===== config.mk =====
export PLATFORM = sky130hd
export DESIGN_NAME = dmni_br_ctrl
export DESIGN_NICKNAME = d
export VERILOG_FILES = /design/src/rtl/dmni_br_ctrl_pkg.sv /design/src/rtl/dmni_br_ctrl_br_fifo.sv /design/src/rtl/dmni_br_ctrl.sv
export SDC_FILE = /design/constraint.sdc
export NUM_CORES = 1
export LEC_CHECK = 0
export BUFFER_PORTS_ARGS = -buffer_cell sky130_fd_sc_hd__buf_2
export CAP_MARGIN = 20
export CORE_UTILIZATION = 52
export DETAILED_ROUTE_END_ITERATION = 6
export HOLD_SLACK_MARGIN = 0.02
export PLACE_DENSITY = 0.86
export SETUP_SLACK_MARGIN = 0.02
export SYNTH_ARGS = -nofsm -noshare
export SYNTH_HDL_FRONTEND = slang
export SYNTH_SLANG_ARGS = --single-unit
export TNS_END_PERCENT = 50

===== constraint.sdc =====
create_clock -name clk_i -period 3.89 [get_ports clk_i]
set_input_delay 0.5835 -clock clk_i [delete_from_list [all_inputs] [get_ports clk_i]]
set_output_delay 0.5835 -clock clk_i [all_outputs]
set_load 0.02 [all_outputs]

===== src/rtl/dmni_br_ctrl_pkg.sv =====
// Shared definitions for the DMNI BrLite service controller: MMR offsets, IRQ bits, FIFO entry layouts.
// DMNI_BR_TIMESTAMP_EN adds a 32-bit receive timestamp to each RX entry.
package dmni_br_ctrl_pkg;

  localparam int unsigned BR_KSVC_W    = 4;
  localparam int unsigned BR_PAYLOAD_W = 16;
  localparam int unsigned BR_SEQ_W     = 16;
  localparam int unsigned BR_TS_W      = 32;

  localparam logic [7:0] MMR_STATUS       = 8'h00;
  localparam logic [7:0] MMR_IRQ_STAT     = 8'h04;
  localparam logic [7:0] MMR_IRQ_MASK     = 8'h08;
  localparam logic [7:0] MMR_TX_PAYLOAD   = 8'h0C;
  localparam logic [7:0] MMR_TX_KSVC      = 8'h10;
  localparam logic [7:0] MMR_RX_KSVC      = 8'h14;
  localparam logic [7:0] MMR_RX_PAYLOAD   = 8'h18;
  localparam logic [7:0] MMR_RX_TIMESTAMP = 8'h1C;

  localparam int unsigned IRQ_W        = 3;
  localparam int unsigned IRQ_RX_AVAIL = 0;
  localparam int unsigned IRQ_TX_DONE  = 1;
  localparam int unsigned IRQ_TX_OVF   = 2;

  typedef struct packed {
    logic [BR_KSVC_W-1:0]    ksvc;
    logic [BR_PAYLOAD_W-1:0] payload;
  } br_tx_entry_t;

  typedef struct packed {
    logic [BR_KSVC_W-1:0]    ksvc;
    logic [BR_SEQ_W-1:0]     seq;
    logic [BR_PAYLOAD_W-1:0] payload;
`ifdef DMNI_BR_TIMESTAMP_EN
    logic [BR_TS_W-1:0]      ts;
`endif
  } br_rx_entry_t;

endpackage


===== src/rtl/dmni_br_ctrl_br_fifo.sv =====
// Synchronous FIFO with registered count; push is refused when full, pop when empty.
// DEPTH must be a power of two so pointers wrap naturally.
module br_fifo #(
  parameter int unsigned WIDTH = 8,
  parameter int unsigned DEPTH = 4
) (
  input  logic                     clk_i,
  input  logic                     rst_ni,
  input  logic                     push_i,
  input  logic [WIDTH-1:0]         data_i,
  input  logic                     pop_i,
  output logic [WIDTH-1:0]         data_o,
  output logic                     full_o,
  output logic                     empty_o,
  output logic [$clog2(DEPTH):0]   count_o
);

  localparam int unsigned AW = $clog2(DEPTH);
  localparam int unsigned CW = AW + 1;

  logic [WIDTH-1:0] mem_q [DEPTH];
  logic [AW-1:0]    wr_ptr_q, wr_ptr_d;
  logic [AW-1:0]    rd_ptr_q, rd_ptr_d;
  logic [CW-1:0]    count_q, count_d;
  logic             push_ok_c, pop_ok_c;

  assign full_o    = (count_q == CW'(DEPTH));
  assign empty_o   = (count_q == '0);
  assign count_o   = count_q;
  assign data_o    = mem_q[rd_ptr_q];
  assign push_ok_c = push_i && !full_o;
  assign pop_ok_c  = pop_i && !empty_o;

  always_comb begin
    wr_ptr_d = wr_ptr_q;
    rd_ptr_d = rd_ptr_q;
    count_d  = count_q;
    if (push_ok_c) wr_ptr_d = wr_ptr_q + AW'(1);
    if (pop_ok_c)  rd_ptr_d = rd_ptr_q + AW'(1);
    if (push_ok_c && !pop_ok_c)      count_d = count_q + CW'(1);
    else if (pop_ok_c && !push_ok_c) count_d = count_q - CW'(1);
  end

  always_ff @(posedge clk_i) begin
    if (!rst_ni) begin
      wr_ptr_q <= '0;
      rd_ptr_q <= '0;
      count_q  <= '0;
      for (int i = 0; i < int'(DEPTH); i++) mem_q[i] <= '0;
    end else begin
      wr_ptr_q <= wr_ptr_d;
      rd_ptr_q <= rd_ptr_d;
      count_q  <= count_d;
      if (push_ok_c) mem_q[wr_ptr_q] <= data_i;
    end
  end

endmodule


===== src/rtl/dmni_br_ctrl.sv =====
// BrLite service controller for the DMNI: MMR front-end, TX/RX FIFOs and maskable IRQ.
// Define DMNI_BR_TIMESTAMP_EN to capture timestamp_i with each received message.
module dmni_br_ctrl
  import dmni_br_ctrl_pkg::*;
#(
  parameter int unsigned TX_DEPTH  = 4,
  parameter int unsigned RX_DEPTH  = 4,
  parameter int unsigned KSVC_W    = BR_KSVC_W,
  parameter int unsigned PAYLOAD_W = BR_PAYLOAD_W,
  parameter int unsigned SEQ_W     = BR_SEQ_W
) (
  input  logic                 clk_i,
  input  logic                 rst_ni,
  input  logic                 cfg_en_i,
  input  logic [3:0]           cfg_we_i,
  input  logic [7:0]           cfg_addr_i,
  input  logic [31:0]          cfg_data_i,
  output logic [31:0]          cfg_data_o,
  output logic                 irq_o,
  output logic                 br_req_o,
  input  logic                 br_ack_i,
  output logic [KSVC_W-1:0]    br_ksvc_o,
  output logic [PAYLOAD_W-1:0] br_payload_o,
  input  logic                 br_rx_i,
  output logic                 br_ack_o,
  input  logic [KSVC_W-1:0]    br_ksvc_i,
  input  logic [SEQ_W-1:0]     br_seq_i,
  input  logic [PAYLOAD_W-1:0] br_payload_i,
  input  logic [31:0]          timestamp_i
);

  localparam int unsigned TX_CNT_W = $clog2(TX_DEPTH) + 1;
  localparam int unsigned RX_CNT_W = $clog2(RX_DEPTH) + 1;

  logic [31:0]        cfg_data_q, cfg_data_d;
  logic [15:0]        staging_q, staging_d;
  logic [IRQ_W-1:0]   irq_mask_q, irq_mask_d;
  logic               tx_done_q, tx_done_d;
  logic               tx_ovf_q, tx_ovf_d;
  logic               br_ack_q, br_ack_d;

  logic               rd_c, wr_c;
  logic [31:0]        rd_data_c;
  logic [IRQ_W-1:0]   irq_stat_c;
  logic               tx_push_c, tx_pop_c, tx_full, tx_empty;
  logic               tx_done_set_c, tx_done_clr_c, tx_ovf_clr_c;
  logic               rx_push_c, rx_pop_c, rx_full, rx_empty;
  logic [TX_CNT_W-1:0] tx_count;
  logic [RX_CNT_W-1:0] rx_count;
  br_tx_entry_t       tx_in, tx_head;
  br_rx_entry_t       rx_in, rx_head;
  logic               unused_c;

  assign rd_c = cfg_en_i && (cfg_we_i == 4'h0);
  assign wr_c = cfg_en_i && (cfg_we_i != 4'h0);

  // TX path: CPU pushes via TX_KSVC, BrLite pops on req && ack
  assign tx_push_c     = wr_c && (cfg_addr_i == MMR_TX_KSVC) && cfg_we_i[0];
  assign tx_pop_c      = br_req_o && br_ack_i;
  assign tx_in.ksvc    = BR_KSVC_W'(cfg_data_i[KSVC_W-1:0]);
  assign tx_in.payload = BR_PAYLOAD_W'(staging_q);

  br_fifo #(
    .WIDTH ($bits(br_tx_entry_t)),
    .DEPTH (TX_DEPTH)
  ) u_tx_fifo (
    .clk_i   (clk_i),
    .rst_ni  (rst_ni),
    .push_i  (tx_push_c),
    .data_i  (tx_in),
    .pop_i   (tx_pop_c),
    .data_o  (tx_head),
    .full_o  (tx_full),
    .empty_o (tx_empty),
    .count_o (tx_count)
  );

  // RX path: capture only when not acknowledging, so acks are never back to back
  assign rx_push_c     = br_rx_i && !br_ack_q && !rx_full;
  assign rx_pop_c      = rd_c && (cfg_addr_i == MMR_RX_KSVC) && !rx_empty;
  assign rx_in.ksvc    = BR_KSVC_W'(br_ksvc_i);
  assign rx_in.seq     = BR_SEQ_W'(br_seq_i);
  assign rx_in.payload = BR_PAYLOAD_W'(br_payload_i);
`ifdef DMNI_BR_TIMESTAMP_EN
  assign rx_in.ts      = timestamp_i;
  assign unused_c      = ^cfg_data_i[31:16];
`else
  assign unused_c      = ^{cfg_data_i[31:16], timestamp_i};
`endif

  br_fifo #(
    .WIDTH ($bits(br_rx_entry_t)),
    .DEPTH (RX_DEPTH)
  ) u_rx_fifo (
    .clk_i   (clk_i),
    .rst_ni  (rst_ni),
    .push_i  (rx_push_c),
    .data_i  (rx_in),
    .pop_i   (rx_pop_c),
    .data_o  (rx_head),
    .full_o  (rx_full),
    .empty_o (rx_empty),
    .count_o (rx_count)
  );

  assign irq_stat_c[IRQ_RX_AVAIL] = !rx_empty;
  assign irq_stat_c[IRQ_TX_DONE]  = tx_done_q;
  assign irq_stat_c[IRQ_TX_OVF]   = tx_ovf_q;

  assign tx_done_clr_c = wr_c && (cfg_addr_i == MMR_IRQ_STAT) && cfg_we_i[0] && cfg_data_i[IRQ_TX_DONE];
  assign tx_ovf_clr_c  = wr_c && (cfg_addr_i == MMR_IRQ_STAT) && cfg_we_i[0] && cfg_data_i[IRQ_TX_OVF];
  // Only a pop that is not backfilled by a same-cycle push leaves TX empty
  assign tx_done_set_c = tx_pop_c && (tx_count == TX_CNT_W'(1)) && !(tx_push_c && !tx_full);

  always_comb begin
    rd_data_c = '0;
    case (cfg_addr_i)
      MMR_STATUS:       rd_data_c = {8'h00, 8'(rx_count), 8'(tx_count), 5'h00,
                                     tx_empty, tx_full, !rx_empty};
      MMR_IRQ_STAT:     rd_data_c = 32'(irq_stat_c);
      MMR_IRQ_MASK:     rd_data_c = 32'(irq_mask_q);
      MMR_TX_PAYLOAD:   rd_data_c = 32'(staging_q);
      MMR_RX_KSVC:      if (!rx_empty) rd_data_c = 32'h0000_0100 | 32'(rx_head.ksvc);
      MMR_RX_PAYLOAD:   rd_data_c = 32'({rx_head.seq, rx_head.payload});
`ifdef DMNI_BR_TIMESTAMP_EN
      MMR_RX_TIMESTAMP: rd_data_c = 32'(rx_head.ts);
`else
      MMR_RX_TIMESTAMP: rd_data_c = '0;
`endif
      default:          rd_data_c = '0;
    endcase
  end

  always_comb begin
    cfg_data_d = cfg_data_q;
    staging_d  = staging_q;
    irq_mask_d = irq_mask_q;
    tx_done_d  = tx_done_q;
    tx_ovf_d   = tx_ovf_q;
    br_ack_d   = rx_push_c;
    if (rd_c) cfg_data_d = rd_data_c;
    if (wr_c && (cfg_addr_i == MMR_TX_PAYLOAD)) begin
      if (cfg_we_i[0]) staging_d[7:0]  = cfg_data_i[7:0];
      if (cfg_we_i[1]) staging_d[15:8] = cfg_data_i[15:8];
    end
    if (wr_c && (cfg_addr_i == MMR_IRQ_MASK) && cfg_we_i[0]) irq_mask_d = cfg_data_i[IRQ_W-1:0];
    // Clear first, then set, so a coincident set wins
    if (tx_done_clr_c) tx_done_d = 1'b0;
    if (tx_done_set_c) tx_done_d = 1'b1;
    if (tx_ovf_clr_c)  tx_ovf_d  = 1'b0;
    if (tx_push_c && tx_full) tx_ovf_d = 1'b1;
  end

  always_ff @(posedge clk_i) begin
    if (!rst_ni) begin
      cfg_data_q <= '0;
      staging_q  <= '0;
      irq_mask_q <= '0;
      tx_done_q  <= 1'b0;
      tx_ovf_q   <= 1'b0;
      br_ack_q   <= 1'b0;
    end else begin
      cfg_data_q <= cfg_data_d;
      staging_q  <= staging_d;
      irq_mask_q <= irq_mask_d;
      tx_done_q  <= tx_done_d;
      tx_ovf_q   <= tx_ovf_d;
      br_ack_q   <= br_ack_d;
    end
  end

  assign cfg_data_o   = cfg_data_q;
  assign br_ack_o     = br_ack_q;
  assign irq_o        = |(irq_stat_c & irq_mask_q);
  assign br_req_o     = !tx_empty;
  assign br_ksvc_o    = tx_empty ? '0 : KSVC_W'(tx_head.ksvc);
  assign br_payload_o = tx_empty ? '0 : PAYLOAD_W'(tx_head.payload);

endmodule


==> results of run 1 <==
## per-layer routing
metal,wire (um),part of all wire,track usage
met1,10800,0.38,0.283
met3,2240,0.079,0.0374
met4,1080,0.038,0.0952
met5,0,0,0
met2,14400,0.51,0.388
## critical path: stages (launching register included)
cell and delay (ns):
dfxtp_1 0.40, inv_1 0.10, ha_1 0.27, nand2b_1 0.57, and2_1 0.24, buf_2 0.17
## cells in the final DEF, fill, tap and decap left out, drive strengths merged, types with 3 or more instances in the layout
master    n
a22oi    26
a21boi    3
nand2b    8
and3      4
edfxtp  224
clkbuf   38
mux2i    24
nand2    67
xor2      3
nor3      7
ha        6
clkinv   15
diode     4
or3       4
buf     146
and2    159
a31oi     3
xnor2     9
nand4     4
nand3    10
nor2     81
mux4     56
a32oi     4
inv      46
nor2b    35
nor4      6
o21ai    27
dfxtp    72
## state kept, by name, indices dropped and copies added, names as in the netlist, named ones only
name and cells:
u_tx_fifo.wr_ptr_q 2, tx_ovf_q 1, u_tx_fifo.rd_ptr_q 2, staging_q 16
irq_mask_q 3, br_ack_o 1, u_rx_fifo.rd_ptr_q 2, u_tx_fifo.mem_q 80
u_rx_fifo.wr_ptr_q 2, tx_done_q 1, u_tx_fifo.count_o 3, u_rx_fifo.count_o 3
cfg_data_o 32, u_rx_fifo.mem_q 144
## worst paths after layout
check | slack, ns | end | depth (start not counted)
worst min register to register | 0.46 | cfg_data_o[11]$_SDFFE_PN0P_ | 2
worst min-delay path | 0.28 | staging_q[6]$_SDFFE_PN0P_ | 3
worst max register to register | 1.12 | u_rx_fifo.count_o[2]$_SDFFE_PN0P_ | 9
worst max-delay path | 0.99 | br_payload_o[4] | 5
## power by group through the flow
stage          clock network [W]  logic [W]  registers (W)
4_1_cts                  0.00284    0.00120        0.00371
3_3_place_gp                   0    0.00117        0.00375
6_report                 0.00281    0.00119        0.00371
2_1_floorplan                  0   0.000848        0.00374
5_1_grt                  0.00295    0.00130        0.00373
3_5_place_dp                   0    0.00120        0.00377
## cell families after synthesis
| family | share of synthesized area |
|---|---|
| AO/OA/AOI/OAI | 0.0402 |
| multiplexers | 0.116 |
| flip-flops | 0.631 |
| buffers and inverters | 0.0332 |
| XOR/XNOR | 0.00812 |
| AND/OR/NAND/NOR | 0.164 |
| adder cells (fa/ha/maj) | 0.00735 |
## cell type report
type,instances,area share
Multi-Input combinational cell,566,0.293
Antenna cell,4,0.000671
Tap cell,324,0.0272
Clock inverter,18,0.0112
Timing Repair Buffer,146,0.0551
Sequential cell,296,0.548
Inverter,45,0.0113
Clock buffer,38,0.0537
## through the flow
step / hold slack, ns / area, um^2 / cells
after floorplan: 0.493 / 12900 / 965
after global placement: 0.436 / 13900 / 1376
after detailed placement: 0.446 / 13900 / 1376
after CTS: 0.267 / 14900 / 1432
after global routing: 0.289 / 14900 / 1435
final: 0.280 / 14900 / 1437
==> flow_metrics.tcl, run 1 <==
set metrics [dict create \
    grt_pass1_wl_um 44100 \
    worstMarginPinSlew_ns 0.959 \
    place_hpwl_um 18100 \
    leakage_nw 5.84 \
    htree_levels 1 \
    yosys_warnings 0 \
    fin_crit_ns 2.90 \
    grt_max_degree 38 \
    drive_gt1_frac 0.234 \
    synthTopCellsByCount "edfxtp_1, and2_1, nor2_1, dfxtp_1, nand2_1" \
    cts-root-buf "clkbuf_16" \
    yosysMostFrequentCell "edfxtp_1" \
    start_util 0.531 \
    cts_resized 0 \
    hp-start "cfg_data_i[6]" \
    cts.sink_count 296 \
    hold_path.class "primary input to register" \
    finalMaxSlewViolations 0 \
    end_kind "primary output" \
    finalWorstSetupSlack_ns 0.986 \
    drt-initial-drc-count 761 \
    startpoint "u_tx_fifo.count_o[0]$_SDFFE_PN0P_" \
    ios 172 \
    synth.distinct_cells 52 \
    arrival_ns 2.32 \
    grt_pass1_vias 8105 \
    die_x_um 160 \
    outcome "complete, no violations" \
    portBuffers 123 \
    areaGrowthSynthToFinish_pct 15.1 \
    synth_cells 965 \
    slew_headroom 0.360 \
    yosysSeqAreaShare 0.631 \
    rows 57 \
    syn-cell-area_um2 12900 \
    start_kind "register" \
    p_sw_w 0.00203 \
    utilization 0.611 \
    die_h_um 160 \
    fin_total_pwr_w 0.00771 \
    die_area_um2 25500 \
    synth_top_cell_by_area "edfxtp_1" \
    max_freq_ghz 0.344 \
    clockBufferDepth 3 \
    p_comb_frac 0.154 \
    synth_nets 1089 \
    critical_path_class "register to primary output" \
    switching_share 0.264 \
    antenna_found_initial 4 \
    grt_overflow 0 \
    numCtsBuffers 30 \
    clk_pin_slew_worst_paths_ns 0.07 \
    ys_ff_latch 296 \
    setup_tns_ns 0 \
    path_max_fanout 24 \
    grt_usage 0.225 \
    gp_congestion 0.846 \
    clkPwrFrac 0.365 \
    routed_via_density 5.65 \
    ys_top_cells_by_area "edfxtp_1, dfxtp_1, mux4_2" \
    peakVddDrop_uv 473 \
    reg2reg_from "u_rx_fifo.count_o[0]$_SDFFE_PN0P_" \
    firstDrtPassIters 6 \
    syn_avg_cell_area_um2 13.4 \
    clk_latency_ns 0.58 \
    synthArstFlopShare 0 \
    intPower_w 0.00568 \
    wire_per_inst_um 19.8 \
    seqPwrFrac 0.481 \
    cts_hold_buf 0 \
    routed_wl_um 28500 \
    critPathRequiredTime_ns 3.31 \
    cts_tree "yes" \
    synth_edf_count 224 \
    finalNetCount 1209 \
    setup-violations-final 0 \
    hold_viol 0 \
    final-seq-area_um2 8170 \
    synth-main-ff-cell "edfxtp_1" \
    finClkSkew_ns 0.0221 \
    max-cap-violations 0 \
    pwr_density_cell_nw_per_um2 517 \
    ant_nets 0 \
    rsz0062_at_grt "no" \
    drcViolationCount 0 \
    via_count 8121 \
    netlist.area_leader.share 0.520 \
    core_area_um2 24400 \
    place_ws_ns 0.885 \
    period_share 0.746 \
    cts_setup_buffers 0 \
    fillers 1816 \
    multi_input_area_um2 4360 \
]
(Power assumes the default switching activity.)
==> run 2, diff against run 1 <==
==> constraint.sdc (replaced) <==
create_clock -name clk_i -period 2.5 [get_ports clk_i]
set_input_delay 0.375 -clock clk_i [delete_from_list [all_inputs] [get_ports clk_i]]
set_output_delay 0.375 -clock clk_i [all_outputs]
set_load 0.02 [all_outputs]
==> run 2 against run 1 <==
Against the previous run:
- power increased by 58%
- combinational power increased by 72%
- worst hold slack got worse by 0.19 ns
- clock power increased by 56%
- non-clock buffer count increased by 35
- largest cell class unchanged
- largest power group unchanged
==> flow_metrics.tcl, run 2 (same netlist as run 1, synthesis figures left out) <==
set metrics [dict create \
    outcome "complete, no violations" \
    drt-initial-drc-count 742 \
    start_kind "register" \
    multi_input_area_um2 4370 \
    critPathRequiredTime_ns 2.12 \
    whs_endpoint "staging_q[12]$_SDFFE_PN0P_" \
    max_freq_ghz 0.419 \
    ant_nets 0 \
    critical_path_class "register to primary output" \
    antenna_cells 0 \
    rows 57 \
    fin_crit_ns 2.39 \
    routed_wl_um 28800 \
    pwr_density_cell_nw_per_um2 799 \
    regMostFlops "u_rx_fifo.mem_q" \
    grt_pass1_vias 8383 \
    largest_reg_flops 144 \
    min_path_cells 3 \
    drcViolationCount 0 \
    grt_usage 0.228 \
    clk_latency_ns 0.54 \
    fin_total_pwr_w 0.0122 \
    ff2ff_path_depth 9 \
    core_area_um2 24400 \
    die_x_um 160 \
    utilization 0.624 \
    hp-start "cfg_data_i[12]" \
    clockBufferDepth 3 \
    finalNetCount 1243 \
    cts-root-buf "clkbuf_16" \
    hold_path.class "primary input to register" \
    rsz0062_at_grt "no" \
    drive_gt1_frac 0.260 \
    die_area_um2 25500 \
    startpoint "u_rx_fifo.count_o[0]$_SDFFE_PN0P_" \
    cts_tree "yes" \
    final-seq-area_um2 8170 \
    numCtsBuffers 29 \
    clk_pin_slew_worst_paths_ns 0.06 \
    finClkSkew_ns 0.0133 \
    ios 172 \
    cts.sink_count 296 \
    slew_headroom 0.657 \
    worstMarginPinSlew_ns 0.511 \
    final_cell_mix "edfxtp_1, and2_1, buf_2" \
    final_common_cell "edfxtp_1" \
    die_h_um 160 \
    end_kind "primary output" \
    max-cap-violations 0 \
    via_count 8139 \
    cts_hold_buf 0 \
    r2r_slack_ns 0.16 \
    gp_congestion 0.865 \
    leakage_nw 6.04 \
    period_share 0.955 \
    routed_via_density 5.55 \
    place_hpwl_um 19200 \
    hold_viol 0 \
    finalMaxSlewViolations 0 \
    htree_levels 1 \
    portBuffers 123 \
    r2r-end "u_rx_fifo.count_o[2]$_SDFFE_PN0P_" \
    grt_overflow 0 \
    grt_pass1_wl_um 44900 \
    arrival_ns 2.01 \
    setup_tns_ns 0 \
    areaGrowthSynthToFinish_pct 17.6 \
    reg2reg_from "u_rx_fifo.count_o[0]$_SDFFE_PN0P_" \
    grt_max_degree 38 \
    fillers 1824 \
    start_util 0.531 \
    antenna_found_initial 0 \
    firstDrtPassIters 5 \
    setup-violations-final 0 \
    wire_per_inst_um 19.7 \
    peakVddDrop_uv 573 \
    path_max_fanout 3 \
]
## run 2: changes by cell type in the layout (fill, tap and decap cells not counted), moves of 3 or more
cell	previous run	this run
diode_2	4	0
buf_4	20	49
clkinv_2	7	3
clkbuf_1	6	9
buf_6	0	3
clkbuf_8	2	5
clkinv_1	5	1
buf_12	2	7
## run 2: final cells by class
class                   count  area share
flip-flops and latches    296       0.537
multi-input cells         566       0.287
repair buffers            181      0.0757
clock buffers              45      0.0565
well taps                 324      0.0266
inverters                  45      0.0111
clock inverters             9     0.00674
## run 2: power by group
group | switching, W | internal [W] | total, W
clock network | 0.00179 | 0.00258 | 0.00437
logic | 0.00118 | 0.000874 | 0.00205
registers | 0.000138 | 0.00562 | 0.00576
total | 0.00311 | 0.00907 | 0.0122
## run 2: worst max-delay path, cell delays in order, from the launching register on
cell and delay, ns:
dfxtp_2 0.32, or3_4 0.39, buf_6 0.13, a222oi_1 0.32
inv_1 0.15, buf_6 0.16
## run 2: worst max-delay path by stage
stage / to / slack [ns]
final: irq_o / 0.11
after global routing: irq_o / 0.01
after CTS: irq_o / 0.04
after detailed placement: u_rx_fifo.count_o[2]$_SDFFE_PN0P_ / -0.06
after global placement: u_rx_fifo.count_o[2]$_SDFFE_PN0P_ / 0.08
after floorplan: u_tx_fifo.mem_q[3][0]$_DFFE_PP_ / -0.28
## run 2: layer usage
metal	track usage	routed length, um
met1	0.285	11000
met2	0.409	15000
met3	0.0283	2040
met4	0.0758	789
met5	0	0
## run 2: stage by stage
step | area [um^2] | hold WS, ns | worst slack (ns) | std cells
2_1_floorplan | 12900 | 0.493 | -0.280 | 965
3_3_place_gp | 14200 | 0.434 | 0.0782 | 1411
3_5_place_dp | 14200 | 0.443 | -0.0582 | 1411
4_1_cts | 15200 | 0.0816 | 0.0402 | 1465
5_1_grt | 15200 | 0.110 | 0.0126 | 1466
6_report | 15200 | 0.0932 | 0.114 | 1466
## run 2: repair_timing
action / 4_1_cts / 5_1_grt
endpoints found under the setup margin: 6 / 22
gates resized for setup: 1 / 9
setup buffers: 0 / 1
pin swaps: 0 / 1
